### src/rtl/afisare_pkg.sv
`default_nettype none
// ============================================================================
// Module      : afisare_pkg
// Description : Shared glyph codes, display modes and segment constants for
//               the multiplexed seven-segment dashboard driver.
// Revision    : 1.0 - initial release
// ============================================================================
package afisare_pkg;

  // Glyph codes 0..9 are the decimal digits themselves
  localparam logic [3:0] DIG_0 = 4'h0;
  localparam logic [3:0] DIG_1 = 4'h1;
  localparam logic [3:0] DIG_2 = 4'h2;
  localparam logic [3:0] DIG_3 = 4'h3;
  localparam logic [3:0] DIG_4 = 4'h4;
  localparam logic [3:0] DIG_5 = 4'h5;
  localparam logic [3:0] DIG_6 = 4'h6;
  localparam logic [3:0] DIG_7 = 4'h7;
  localparam logic [3:0] DIG_8 = 4'h8;
  localparam logic [3:0] DIG_9 = 4'h9;

  localparam logic [3:0] GLYPH_DREAPTA = 4'hA;
  localparam logic [3:0] GLYPH_STANGA  = 4'hB;
  localparam logic [3:0] GLYPH_DASH    = 4'hC;
  localparam logic [3:0] GLYPH_BLANK   = 4'hD;

  // Segment bus is {a,b,c,d,e,f,g}, active-low
  localparam logic [6:0] SEG_OFF = 7'h7F;

  typedef enum logic [1:0] {
    NUMBER = 2'd0,
    LEFT   = 2'd1,
    RIGHT  = 2'd2,
    STOP   = 2'd3
  } mode_t;

  // Stop wins; a single turn signal selects its side; none or both shows the number
  function automatic mode_t select_mode(input logic stop_req,
                                        input logic left_req,
                                        input logic right_req);
    mode_t m;
    m = NUMBER;
    if (stop_req) begin
      m = STOP;
    end else if (left_req && !right_req) begin
      m = LEFT;
    end else if (right_req && !left_req) begin
      m = RIGHT;
    end
    return m;
  endfunction

endpackage
`default_nettype wire

### src/rtl/afisare_n_cifre_decodor_7seg.sv
`default_nettype none
// ============================================================================
// Module      : decodor_7seg
// Description : Combinational glyph-code to active-low seven-segment decoder.
//               Codes without a glyph decode to an unlit digit.
// Revision    : 1.0 - initial release
// ============================================================================
module decodor_7seg
  import afisare_pkg::*;
(
  input  logic [3:0] i_glyph,
  output logic [6:0] o_seg
);

  // Glyph lookup; segments are {a,b,c,d,e,f,g}, 0 = lit
  always_comb begin
    o_seg = SEG_OFF;
    case (i_glyph)
      DIG_0:         o_seg = 7'h01;
      DIG_1:         o_seg = 7'h4F;
      DIG_2:         o_seg = 7'h12;
      DIG_3:         o_seg = 7'h06;
      DIG_4:         o_seg = 7'h4C;
      DIG_5:         o_seg = 7'h24;
      DIG_6:         o_seg = 7'h20;
      DIG_7:         o_seg = 7'h0F;
      DIG_8:         o_seg = 7'h00;
      DIG_9:         o_seg = 7'h04;
      GLYPH_DREAPTA: o_seg = 7'h06;
      GLYPH_STANGA:  o_seg = 7'h30;
      GLYPH_DASH:    o_seg = 7'h7E;
      default:       o_seg = SEG_OFF;
    endcase
  end

endmodule
`default_nettype wire

### src/rtl/afisare_n_cifre.sv
`default_nettype none
// ============================================================================
// Module      : afisare_n_cifre
// Description : NUM_DIGITS multiplexed seven-segment driver with slot
//               prescaler, per-frame input snapshot, leading-zero blanking,
//               blinking turn indicators, stop pattern and PWM brightness.
// Revision    : 1.0 - initial release
// ============================================================================
module afisare_n_cifre
  import afisare_pkg::*;
#(
  parameter int NUM_DIGITS   = 4,
  parameter int PRESCALE     = 50000,
  parameter int BLINK_FRAMES = 64
) (
  input  logic                    clock,
  input  logic                    reset,
  input  logic                    stop,
  input  logic                    semnal_stanga,
  input  logic                    semnal_dreapta,
  input  logic [4*NUM_DIGITS-1:0] bcd_in,
  input  logic [3:0]              brightness,
  output logic [NUM_DIGITS-1:0]   dig,
  output logic [6:0]              seg,
  output logic                    frame_start
);

  localparam int SLOT_W  = $clog2(PRESCALE);
  localparam int IDX_W   = $clog2(NUM_DIGITS);
  localparam int FRAME_W = (BLINK_FRAMES > 1) ? $clog2(BLINK_FRAMES) : 1;

  localparam int               c_duty_step  = PRESCALE / 16;
  localparam logic [SLOT_W-1:0]  c_slot_last  = SLOT_W'(PRESCALE - 1);
  localparam logic [SLOT_W-1:0]  c_slot_one   = SLOT_W'(1);
  localparam logic [IDX_W-1:0]   c_idx_last   = IDX_W'(NUM_DIGITS - 1);
  localparam logic [IDX_W-1:0]   c_idx_one    = IDX_W'(1);
  localparam logic [FRAME_W-1:0] c_frame_last = FRAME_W'(BLINK_FRAMES - 1);
  localparam logic [FRAME_W-1:0] c_frame_one  = FRAME_W'(1);

  // Scan counters
  logic [SLOT_W-1:0]  r_slot_cnt;
  logic [IDX_W-1:0]   r_idx;
  logic [FRAME_W-1:0] r_frame_cnt;
  logic               r_blink_phase;

  // Per-frame snapshot; r_snap_valid stays low until the first frame boundary
  // so the frame right after reset is dark and blank
  logic                    r_snap_valid;
  mode_t                   r_snap_mode;
  logic [4*NUM_DIGITS-1:0] r_snap_bcd;
  logic [3:0]              r_snap_bright;

  // Output registers
  logic [NUM_DIGITS-1:0] r_dig;
  logic [6:0]            r_seg;
  logic                  r_frame_start;

  logic                  w_slot_wrap;
  logic                  w_frame_end;
  logic [IDX_W-1:0]      w_pos;
  logic [3:0]            w_nibble;
  logic [NUM_DIGITS-1:0] w_lead_zero;
  logic [3:0]            w_glyph;
  logic [6:0]            w_seg_next;
  logic [31:0]           w_duty;
  logic                  w_lit;
  logic [NUM_DIGITS-1:0] w_dig_next;

  assign w_slot_wrap = (r_slot_cnt == c_slot_last);
  assign w_frame_end = w_slot_wrap && (r_idx == c_idx_last);

  // idx 0 is the leftmost digit, which carries the most significant nibble
  assign w_pos    = c_idx_last - r_idx;
  assign w_nibble = r_snap_bcd[4*w_pos +: 4];

  // Slot, digit and frame counters; blink phase flips when the frame count wraps
  always_ff @(posedge clock or posedge reset) begin
    if (reset) begin
      r_slot_cnt    <= '0;
      r_idx         <= '0;
      r_frame_cnt   <= '0;
      r_blink_phase <= 1'b1;
    end else begin
      if (w_slot_wrap) begin
        r_slot_cnt <= '0;
        r_idx      <= (r_idx == c_idx_last) ? '0 : r_idx + c_idx_one;
      end else begin
        r_slot_cnt <= r_slot_cnt + c_slot_one;
      end
      if (w_frame_end) begin
        if (r_frame_cnt == c_frame_last) begin
          r_frame_cnt   <= '0;
          r_blink_phase <= ~r_blink_phase;
        end else begin
          r_frame_cnt <= r_frame_cnt + c_frame_one;
        end
      end
    end
  end

  // Tear-free snapshot of all display inputs, taken only at the frame boundary
  always_ff @(posedge clock or posedge reset) begin
    if (reset) begin
      r_snap_valid  <= 1'b0;
      r_snap_mode   <= NUMBER;
      r_snap_bcd    <= '0;
      r_snap_bright <= 4'hF;
    end else if (w_frame_end) begin
      r_snap_valid  <= 1'b1;
      r_snap_mode   <= select_mode(stop, semnal_stanga, semnal_dreapta);
      r_snap_bcd    <= bcd_in;
      r_snap_bright <= brightness;
    end
  end

  // Leading-zero mask: a nibble blanks while it and every nibble above it are zero;
  // the units nibble (bit 0) is never blanked
  always_comb begin : p_lead_zero
    logic w_run_zero;
    w_lead_zero = '0;
    w_run_zero  = 1'b1;
    for (int k = NUM_DIGITS - 1; k >= 1; k--) begin
      w_run_zero     = w_run_zero & (r_snap_bcd[4*k +: 4] == 4'd0);
      w_lead_zero[k] = w_run_zero;
    end
  end

  // Glyph selection for the digit currently being scanned
  always_comb begin
    w_glyph = GLYPH_BLANK;
    if (r_snap_valid) begin
      case (r_snap_mode)
        STOP: begin
          w_glyph = DIG_8;
        end
        LEFT: begin
          if (r_idx == '0) begin
            w_glyph = r_blink_phase ? GLYPH_STANGA : GLYPH_BLANK;
          end else begin
            w_glyph = GLYPH_DASH;
          end
        end
        RIGHT: begin
          if (r_idx == c_idx_last) begin
            w_glyph = r_blink_phase ? GLYPH_DREAPTA : GLYPH_BLANK;
          end else begin
            w_glyph = GLYPH_DASH;
          end
        end
        default: begin
          if (w_lead_zero[w_pos]) begin
            w_glyph = GLYPH_BLANK;
          end else if (w_nibble > 4'd9) begin
            w_glyph = GLYPH_DASH;
          end else begin
            w_glyph = w_nibble;
          end
        end
      endcase
    end
  end

  decodor_7seg u_decodor_7seg (
    .i_glyph (w_glyph),
    .o_seg   (w_seg_next)
  );

  // PWM enable: slot 0 is dead time, then lit until the brightness-derived duty point
  always_comb begin
    w_duty     = (32'(r_snap_bright) + 32'd1) * 32'(c_duty_step);
    w_lit      = r_snap_valid && (r_slot_cnt != '0) && (32'(r_slot_cnt) < w_duty);
    w_dig_next = '0;
    if (w_lit) begin
      w_dig_next[w_pos] = 1'b1;
    end
  end

  // Registered pin drivers, one cycle behind the counters
  always_ff @(posedge clock or posedge reset) begin
    if (reset) begin
      r_dig         <= '0;
      r_seg         <= SEG_OFF;
      r_frame_start <= 1'b0;
    end else begin
      r_dig         <= w_dig_next;
      r_seg         <= w_seg_next;
      r_frame_start <= w_frame_end;
    end
  end

  assign dig         = r_dig;
  assign seg         = r_seg;
  assign frame_start = r_frame_start;

endmodule
`default_nettype wire
### config.mk
export PLATFORM = sky130hd
export DESIGN_NAME = afisare_n_cifre
export DESIGN_NICKNAME = d
export VERILOG_FILES = /design/src/rtl/afisare_pkg.sv /design/src/rtl/afisare_n_cifre_decodor_7seg.sv /design/src/rtl/afisare_n_cifre.sv
export SDC_FILE = /design/constraint.sdc
export NUM_CORES = 1
export LEC_CHECK = 0
export CAP_MARGIN = 0
export CORE_MARGIN = 2
export CORE_UTILIZATION = 60
export DETAILED_ROUTE_END_ITERATION = 8
export GPL_TIMING_DRIVEN = 0
export PLACE_DENSITY_LB_ADDON = 0.2
export REMOVE_ABC_BUFFERS = 1
export SETUP_SLACK_MARGIN = 0.15
export SYNTH_ARGS = -nofsm -noshare
export SYNTH_HDL_FRONTEND = slang
export SYNTH_SLANG_ARGS = --single-unit
### constraint.sdc
create_clock -name clock -period 7.1 [get_ports clock]
set_input_delay 1.42 -clock clock [delete_from_list [all_inputs] [get_ports clock]]
set_output_delay 1.42 -clock clock [all_outputs]
set_load 0.01 [all_outputs]
==> results.json, run 1 <==
{
  "timing.rr.start": "r_snap_bright[0]",
  "ant_nets": 0,
  "r2r_slack_ns": 1.90,
  "grt_antenna_before_repair": 0,
  "dpl_cell_area_sq_um": 4610,
  "ys_seq_elements": 60,
  "grt_use_total": 0.254,
  "grt_max_degree": 34,
  "drv_cap": 0,
  "initial_utilization": 0.618,
  "clk_latency_ns": 0.33,
  "hold_viol_final": 0,
  "skew_ns": 0.0130,
  "grt_pass1_vias": 3255,
  "final_core_util": 0.718,
  "critPathMaxFanout": 7,
  "rows": 30,
  "wl_per_cell_um": 15.4,
  "relSlewSlack": 0.312,
  "dp_slack_ns": 1.96,
  "synth_ff_type": "dfrtp_1",
  "syn_area_sq_um": 4180,
  "yosysSeqAreaShare": 0.363,
  "worstSetupEndpointType": "flip-flop",
  "dieArea_sq_um": 7640,
  "hpwlAfterDp_um": 6410,
  "hold_class": "reg2reg",
  "cts_root_buf": "clkbuf_8",
  "final_area_sq_um": 4850,
  "clk_pin_slew_worst_paths_ns": 0.07,
  "setup_viol": 0,
  "setup_tns_ns": 0,
  "yosys_warnings": 0,
  "vias_per_cell": 5.86,
  "overflow": 0,
  "finalCritPeriodShare": 0.732,
  "peakVddDrop_mv": 0.129,
  "outcome": "completed",
  "place_inst": 557,
  "fin_cells": 573,
  "path_class": "reg2reg",
  "ctsHoldBuffers": 0,
  "clock-sinks": 60,
  "synth_edf_count": 0,
  "finalMaxSlewViolations": 0,
  "netlist_instances": 449,
  "total_power_mw": 0.742,
  "syn_area_per_cell_sq_um": 9.30,
  "layout-drive-gt1-share": 0.0852,
  "power_density_nw_per_um2": 153,
  "die_h_um": 87.4,
  "port_buffers": 36,
  "area_delta_synth_final_pct": 16.2,
  "power.leakage_nw": 2.26,
  "diodes": 0,
  "cp-start-kind": "flip-flop",
  "routabilityCongestion": 0.899,
  "period_needed_ns": 5.20,
  "timing.hold.ws_ns": 0.489,
  "nets": 572,
  "core_sq_um": 6760,
  "worst_pin_slew_ns": 1.03,
  "vias": 3360,
  "crit_path_start": "r_snap_bright[0]",
  "rsz0062_at_grt": "false",
  "cts_resized": 0,
  "grt_pass1_wl_um": 15200,
  "critPathRequiredTime_ns": 7.33,
  "drc": 0,
  "htreeDepth": 3,
  "first_pass_iters": 4,
  "die_w_um": 87.4,
  "drt_iter0_drc": 158,
  "min_from": "r_snap_bright[2]",
  "setup_slack_ns": 1.90,
  "cts_tree": "built",
  "max_freq_mhz": 192,
  "cts_buffer_depth": 2,
  "yosysUniqueCellTypes": 58,
  "routed_wl_um": 8800,
  "async_flop_share": 1.00,
  "worst-endpoint-arrival_ns": 5.43,
  "io_pins": 37,
  "post-cts-setup-buffers": 0,
  "cts-buffers-inserted": 9
}
==> sequential cells by signal (all words and copies together), names as in the netlist, 2 cells and up <==
register / flops
dig: 4
r_frame_cnt: 6
r_idx: 2
r_slot_cnt: 16
r_snap_bcd: 16
r_snap_bright: 4
r_snap_mode: 2
seg: 7
==> synth_stat cells (4+ instances only) <==
| library cell | n | area [sq um] |
|---|---|---|
| and3_1 | 4 | 25.0 |
| a21o_1 | 11 | 82.6 |
| nand3_1 | 13 | 65.1 |
| mux4_2 | 4 | 90.1 |
| a31oi_1 | 4 | 25.0 |
| nor2_1 | 26 | 97.6 |
| nor3_1 | 6 | 30.0 |
| xor2_1 | 14 | 123 |
| a21oi_1 | 23 | 115 |
| dfstp_2 | 12 | 315 |
| dfrtp_1 | 48 | 1200 |
| a21boi_0 | 4 | 30.0 |
| ha_1 | 58 | 726 |
| nor2b_1 | 5 | 31.3 |
| inv_1 | 32 | 120 |
| nor4_1 | 7 | 43.8 |
| clkbuf_1 | 5 | 18.8 |
| xnor2_1 | 18 | 158 |
| nand2_1 | 85 | 319 |
| o21ai_0 | 14 | 70.1 |
==> cells by family after synthesis <==
logic type / synth area share
other: 0.000898
xor gates and xnor gates: 0.0671
DFF: 0.363
and+or+nand+nor: 0.186
muxes: 0.0291
buffers and inverters: 0.0396
adders and majority gates: 0.179
AOI/OAI and AO/OA: 0.136
==> area by class of cell <==
cell class                      count  area (sq um)
Multi-Input combinational cell    348          2490
Fill cell                         492          1910
Sequential cell                    60          1520
Timing Repair Buffer               37           380
Clock buffer                       10           128
Inverter                           32           120
Clock inverter                      6           113
Tap cell                           80           100
==> cell usage in the layout, fill, tap and decap left out, types with 2 or more instances in the layout <==
master           count
a211oi_1             2
o211ai_1             3
clkbuf_8             9
nand2b_1             2
nor2b_1              5
a21oi_1             23
bufinv_16            3
a31oi_1              4
ha_1                58
nand2_1             85
xnor2_1             18
mux2i_1              2
o21a_1               2
xor2_1              14
nor2_1              26
or4_1                3
and2_1               2
a21boi_0             4
a21o_1              11
mux4_2               4
nand3_1             13
nand4_1              3
a221oi_1             2
o32a_1               2
dfstp_2             12
clkinv_4             2
or3_1                2
o21ai_0             14
dfrtp_1             48
clkdlybuf4s50_1     36
nor4_1               7
and4_1               2
inv_1               31
o31ai_1              2
and3_1               4
nor3_1               6
==> worst paths after layout <==
| kind | endpoint | depth (start not counted) |
|---|---|---|
| setup / recovery | dig[1] | 20 |
| hold / removal | r_snap_bright[2] | 2 |
| setup reg to reg | dig[1] | 20 |
| hold reg to reg | r_snap_bright[2] | 2 |
| max in group asynchronous | r_snap_bright[3] | 3 |
| min in group asynchronous | r_snap_bcd[5] | 2 |
==> metal layers <==
metal,global-route usage,share of wire,vias up
li1,-,-,1646
met1,0.353,0.47,1626
met2,0.407,0.48,82
met3,0.0445,0.044,6
met4,0.0769,0.0073,0
met5,0,0,-
==> report_power, final <==
| part | internal, mW | leakage, nW | switching, mW |
|---|---|---|---|
| sequential | 0.342 | 0.688 | 0 |
| combinational | 0.0148 | 1.45 | 0.0114 |
| clock | 0.234 | 0.120 | 0.140 |
| total | 0.591 | 2.26 | 0.151 |
==> worst max-delay path: stages (launching register included) <==
cell and delay (ns):
dfstp_2 0.64, ha_1 0.21, xor2_1 0.37, ha_1 0.29
xor2_1 0.16, ha_1 0.25, ha_1 0.29, ha_1 0.34
and3b_1 0.21, o211ai_1 0.21, nand2_1 0.12, a21o_1 0.20
a21oi_1 0.18, xor2_1 0.17, ha_1 0.25, a21o_1 0.19
a21o_1 0.19, a21o_1 0.18, o2111ai_1 0.20, o21ai_0 0.18
a21boi_0 0.27
Power figures use the tool's default switching activity.
==> run 2: changes to the inputs <==
CORE_UTILIZATION = 53   (was 60)
clock period = 4.15 ns   (was 7.1 ns; I/O delays follow)
==> results.json, run 2 (synthesis gave the netlist of run 1 again) <==
{
  "io_pins": 37,
  "grt_use_total": 0.230,
  "drv_cap": 0,
  "rows": 32,
  "intPower_mw": 1.00,
  "grt_pass1_vias": 3399,
  "hold_path_depth": 2,
  "power_density_nw_per_um2": 238,
  "initial_utilization": 0.543,
  "critPathMaxFanout": 4,
  "max_freq_mhz": 222,
  "dieArea_sq_um": 8600,
  "cts-buffers-inserted": 9,
  "rsz0062_at_grt": "true",
  "final_cell_mix": "nand2_1 (85), ha_1 (51), dfrtp_1 (48)",
  "fin_cells": 612,
  "vias": 3394,
  "p_comb_frac": 0.036,
  "relSlewSlack": 0.309,
  "fill_cells": 590,
  "clk_latency_ns": 0.34,
  "layout-drive-gt1-share": 0.173,
  "finalCritPeriodShare": 1.08,
  "area_delta_synth_final_pct": 25.8,
  "power.leakage_nw": 2.37,
  "die_w_um": 92.8,
  "final_common_cell": "nand2_1",
  "grt_pass1_wl_um": 15600,
  "critPathRequiredTime_ns": 4.40,
  "timing.hold.ws_ns": 0.478,
  "worst_pin_slew_ns": 1.04,
  "rr_endpoint": "dig[3]",
  "htreeDepth": 3,
  "skew_ns": 0.0112,
  "ant_nets": 0,
  "peakVddDrop_mv": 0.177,
  "first_pass_iters": 4,
  "drt_iter0_drc": 112,
  "diodes": 0,
  "violations": "negative setup slack",
  "timing.rr.start": "r_snap_bright[0]",
  "sw_frac_of_total": 0.200,
  "seqPwrFrac": 0.468,
  "cts_root_buf": "clkbuf_8",
  "setup_viol": 4,
  "hold_class": "reg2reg",
  "nets": 589,
  "cp_slowest_stage_delay_ns": 0.56,
  "die_h_um": 92.8,
  "port_buffers": 36,
  "crit_top_cell": "ha_4",
  "outcome": "finished, violations left",
  "grt_max_degree": 40,
  "hpwlAfterDp_um": 6480,
  "worstSetupEndpointType": "flip-flop",
  "grt_antenna_before_repair": 0,
  "routed_wl_um": 9440,
  "overflow": 0,
  "r2r_cells": 21,
  "r2r_slack_ns": -0.35,
  "wl_per_cell_um": 15.4,
  "drc": 0,
  "path_class": "reg2reg",
  "finalMaxSlewViolations": 0,
  "cts_tree": "built",
  "min_from": "r_snap_bcd[1]",
  "period_needed_ns": 4.50,
  "min_to": "r_snap_bcd[1]",
  "vias_per_cell": 5.55,
  "hold_viol_final": 0,
  "setup_slack_ns": -0.351,
  "core_sq_um": 7690,
  "place_inst": 579,
  "p_sw_mw": 0.250,
  "clock-sinks": 60,
  "crit_chain": "ha_4 -> xor2_4 -> ha_4 -> xor2_2 -> ha_4 -> ha_4 -> ha_4 -> and3b_1 -> o211ai_1 -> buf_4 -> buf_6 -> buf_6 -> a21o_1 -> a21oi_2 -> o21ai_1 -> xor2_1 -> ha_1 -> a21o_1 -> a211oi_2 -> o21ai_4 -> a21boi_2",
  "clk_pin_slew_worst_paths_ns": 0.07,
  "routabilityCongestion": 0.826,
  "worst-endpoint-arrival_ns": 4.75,
  "crit_slowest_cell": "dfstp_2",
  "p_clk_frac": 0.495,
  "cts_buffer_depth": 2,
  "cp-start-kind": "flip-flop"
}
## run 2: cell count changes in the layout (fill, tap and decap cells not counted), sizes merged
cell,change
clkbuf,+3
inv,-1
bufinv,-1
clkinv,-2
buf,+17
clkinvlp,+1
## run 2: area by class of cell
cell class	instances	area, sq um	area share
tap	102	128	0.0243
clock buffer	13	169	0.0322
timing repair buffer	54	515	0.0982
inverter	32	126	0.0241
clock inverter	3	68.8	0.0131
sequential	60	1520	0.289
multi-input combinational	348	2730	0.519
## run 2: worst max-delay path: cells and delay by family (launching register included)
family                   cells  cell delay, ns
AO/OA/AOI/OAI                8            1.44
XOR/XNOR                     3            0.57
adder cells (fa/ha/maj)      6            1.34
buffers and inverters        3            0.32
flip-flops                   1            0.56
AND/OR/NAND/NOR              1            0.17
## run 2: per-stage QoR
step / cell area (sq um) / worst slack (ns) / total power, mW / TNS, ns / utilization
global placement: 4620 / -0.950 / 0.638 / -3.69 / 0.601
global route: 5250 / -0.428 / 1.29 / -1.63 / 0.683
finish: 5250 / -0.351 / 1.25 / -1.34 / 0.683
detailed placement: 4640 / -1.06 / 0.641 / -4.04 / 0.603
CTS: 5120 / -0.215 / 1.26 / -0.784 / 0.666
floorplan: 4130 / -0.351 / 0.611 / -1.41 / -
## run 2: power groups by stage
stage	logic (mW)	clock network [mW]	registers, mW
final	0.0454	0.619	0.585
after global routing	0.0503	0.656	0.585
after CTS	0.0459	0.634	0.585
after detailed placement	0.0452	0	0.596
after global placement	0.0422	0	0.596
after floorplan	0.0155	0	0.596
## run 2: worst max path at each step
stage | start | to | slack [ns] | depth (start not counted)
2_1_floorplan | r_snap_bright[0] | dig[0] | -0.35 | 20
3_3_place_gp | r_snap_bright[0] | dig[2] | -0.95 | 20
3_5_place_dp | r_snap_bright[0] | dig[2] | -1.06 | 20
4_1_cts | r_snap_bright[1] | dig[1] | -0.22 | 21
5_1_grt | r_snap_bright[0] | dig[3] | -0.43 | 21
6_report | r_snap_bright[0] | dig[3] | -0.35 | 21
## run 2: routing by layer
metal | GRT usage | up-vias | wire length, um
met2 | 0.391 | 61 | 4620
met4 | 0.0944 | 0 | 304
met3 | 0.0423 | 28 | 302
li1 | - | 1683 | -
met1 | 0.289 | 1622 | 4220
met5 | 0 | - | 0
## run 2: repair_timing
action                     4_1_cts  5_1_grt
buffers inserted                14        3
pin swaps                       27       16
hold buffers                     0        0
gates resized for setup         32       15
setup endpoints to repair        4        4
==> run 3: changes to the inputs <==
CORE_MARGIN = 1.5   (was 2)
==> results.json, run 3 (synthesis gave the netlist of run 1 again) <==
{
  "hpwlAfterDp_um": 6400,
  "setup_slack_ns": -0.266,
  "crit_chain": "ha_4 -> xor2_4 -> ha_4 -> xor2_2 -> ha_4 -> ha_4 -> ha_4 -> and3b_1 -> o211ai_1 -> buf_4 -> buf_6 -> a21o_1 -> a21oi_1 -> o21ai_1 -> xor2_1 -> ha_1 -> a21o_1 -> a211oi_2 -> o21ai_4 -> a21boi_2",
  "rr_endpoint": "dig[0]",
  "initial_utilization": 0.543,
  "clk_pin_slew_worst_paths_ns": 0.07,
  "peakVddDrop_mv": 0.230,
  "port_buffers": 36,
  "routed_wl_um": 9520,
  "setup_viol": 4,
  "grt_antenna_before_repair": 0,
  "critPathRequiredTime_ns": 4.41,
  "cts_root_buf": "clkbuf_8",
  "grt_max_degree": 45,
  "worst-endpoint-arrival_ns": 4.68,
  "drt_iter0_drc": 171,
  "total_power_mw": 1.27,
  "diodes": 0,
  "dpl_cell_area_sq_um": 4640,
  "clk_latency_ns": 0.34,
  "vias_per_cell": 5.63,
  "wl_per_cell_um": 15.6,
  "power_density_nw_per_um2": 241,
  "die_w_um": 91.8,
  "cp_slowest_stage_delay_ns": 0.59,
  "grt_pass1_vias": 3337,
  "fill_cells": 574,
  "io_pins": 37,
  "grt_use_total": 0.234,
  "final_common_cell": "nand2_1",
  "seq_area_sq_um": 1520,
  "setup_tns_ns": -1.03,
  "grt_pass1_wl_um": 15500,
  "critPathMaxFanout": 4,
  "cp-start-kind": "flip-flop",
  "multi_input_area_sq_um": 2740,
  "first_pass_iters": 4,
  "crit_top_cell": "ha_4",
  "finalCritPeriodShare": 1.06,
  "rows": 32,
  "die_h_um": 91.8,
  "core_sq_um": 7690,
  "final_area_sq_um": 5270,
  "power.leakage_nw": 2.36,
  "finalMaxSlewViolations": 0,
  "outcome": "finished, violations left",
  "timing.rr.start": "r_snap_bright[0]",
  "crit_slowest_cell": "dfstp_2",
  "layout-drive-gt1-share": 0.178,
  "area_delta_synth_final_pct": 26.2,
  "htreeDepth": 3,
  "overflow": 0,
  "relSlewSlack": 0.321,
  "hold_viol_final": 0,
  "clock-sinks": 60,
  "drc": 0,
  "final_cell_mix": "nand2_1 (85), dfrtp_1 (48), ha_1 (47)",
  "min_from": "r_snap_bcd[3]",
  "min_to": "r_snap_bcd[3]",
  "path_class": "reg2reg",
  "skew_ns": 0.00987,
  "drv_cap": 0,
  "crit_buf_inv": 2,
  "routabilityCongestion": 0.855,
  "r2r_cells": 20,
  "cts_buffer_depth": 2,
  "worst_pin_slew_ns": 1.02,
  "vias": 3448,
  "cts_tree": "built",
  "hold_path_depth": 2,
  "dp_slack_ns": -1.04,
  "max_freq_mhz": 226,
  "worstSetupEndpointType": "flip-flop",
  "timing.hold.ws_ns": 0.474,
  "ant_nets": 0,
  "critPathTopFamily": "compound AO/OA/AOI/OAI gates",
  "nets": 589,
  "hold_class": "reg2reg",
  "dieArea_sq_um": 8420,
  "rsz0062_at_grt": "true",
  "r2r_slack_ns": -0.27,
  "violations": "negative setup slack",
  "cts-buffers-inserted": 9,
  "ctsHoldBuffers": 0,
  "period_needed_ns": 4.42
}
run 3: changes by cell type in the layout (fill, tap and decap cells not counted), sizes merged:
cell      previous run  this run
clkbuf              13        10
bufinv               2         3
inv                 31        32
clkinvlp             1         2
run 3: through the flow:
stage          utilization  instances
5_1_grt              0.686        612
6_report             0.686        612
4_1_cts              0.664        608
3_3_place_gp         0.601        578
2_1_floorplan            -        440
3_5_place_dp         0.603        579
run 3: cell type report:
cell class | count | area share
Inverter | 32 | 0.0235
Timing Repair Buffer | 54 | 0.0985
Multi-Input combinational cell | 348 | 0.521
Sequential cell | 60 | 0.288
Clock buffer | 10 | 0.0242
Tap cell | 102 | 0.0242
Clock inverter | 6 | 0.0211
run 3: worst max-delay path by stage:
stage	start	to	slack (ns)	depth (start not counted)
after global placement	r_snap_bright[0]	dig[2]	-0.95	20
after detailed placement	r_snap_bright[0]	dig[2]	-1.04	20
after floorplan	r_snap_bright[0]	dig[0]	-0.35	20
after CTS	r_snap_bright[0]	dig[2]	-0.18	20
after global routing	r_snap_bright[0]	dig[3]	-0.38	18
final	r_snap_bright[0]	dig[0]	-0.27	20
run 3: what timing repair did:
action	in CTS	in global routing
pin swaps	27	15
endpoints found under the hold margin	0	0
setup buffers	13	4
gates resized for setup	28	21
setup endpoints to repair	4	4
run 3: per-layer routing:
layer	part of all wire	GRT usage	vias to the layer above
met3	0.033	0.0373	17
met5	0	0	-
met4	0.024	0.104	0
met2	0.51	0.391	77
li1	-	-	1676
met1	0.44	0.299	1678
run 3: worst min-delay path, cell delays in order (launching register included):
cell and delay (ns):
dfrtp_1 0.34, nand2_1 0.06, nand2_1 0.05
run 3: power by group:
group / internal (mW) / leakage, nW / switching [mW]
Clock: 0.400 / 0.117 / 0.237
Sequential: 0.585 / 0.688 / 0
Combinational: 0.0261 / 1.56 / 0.0200
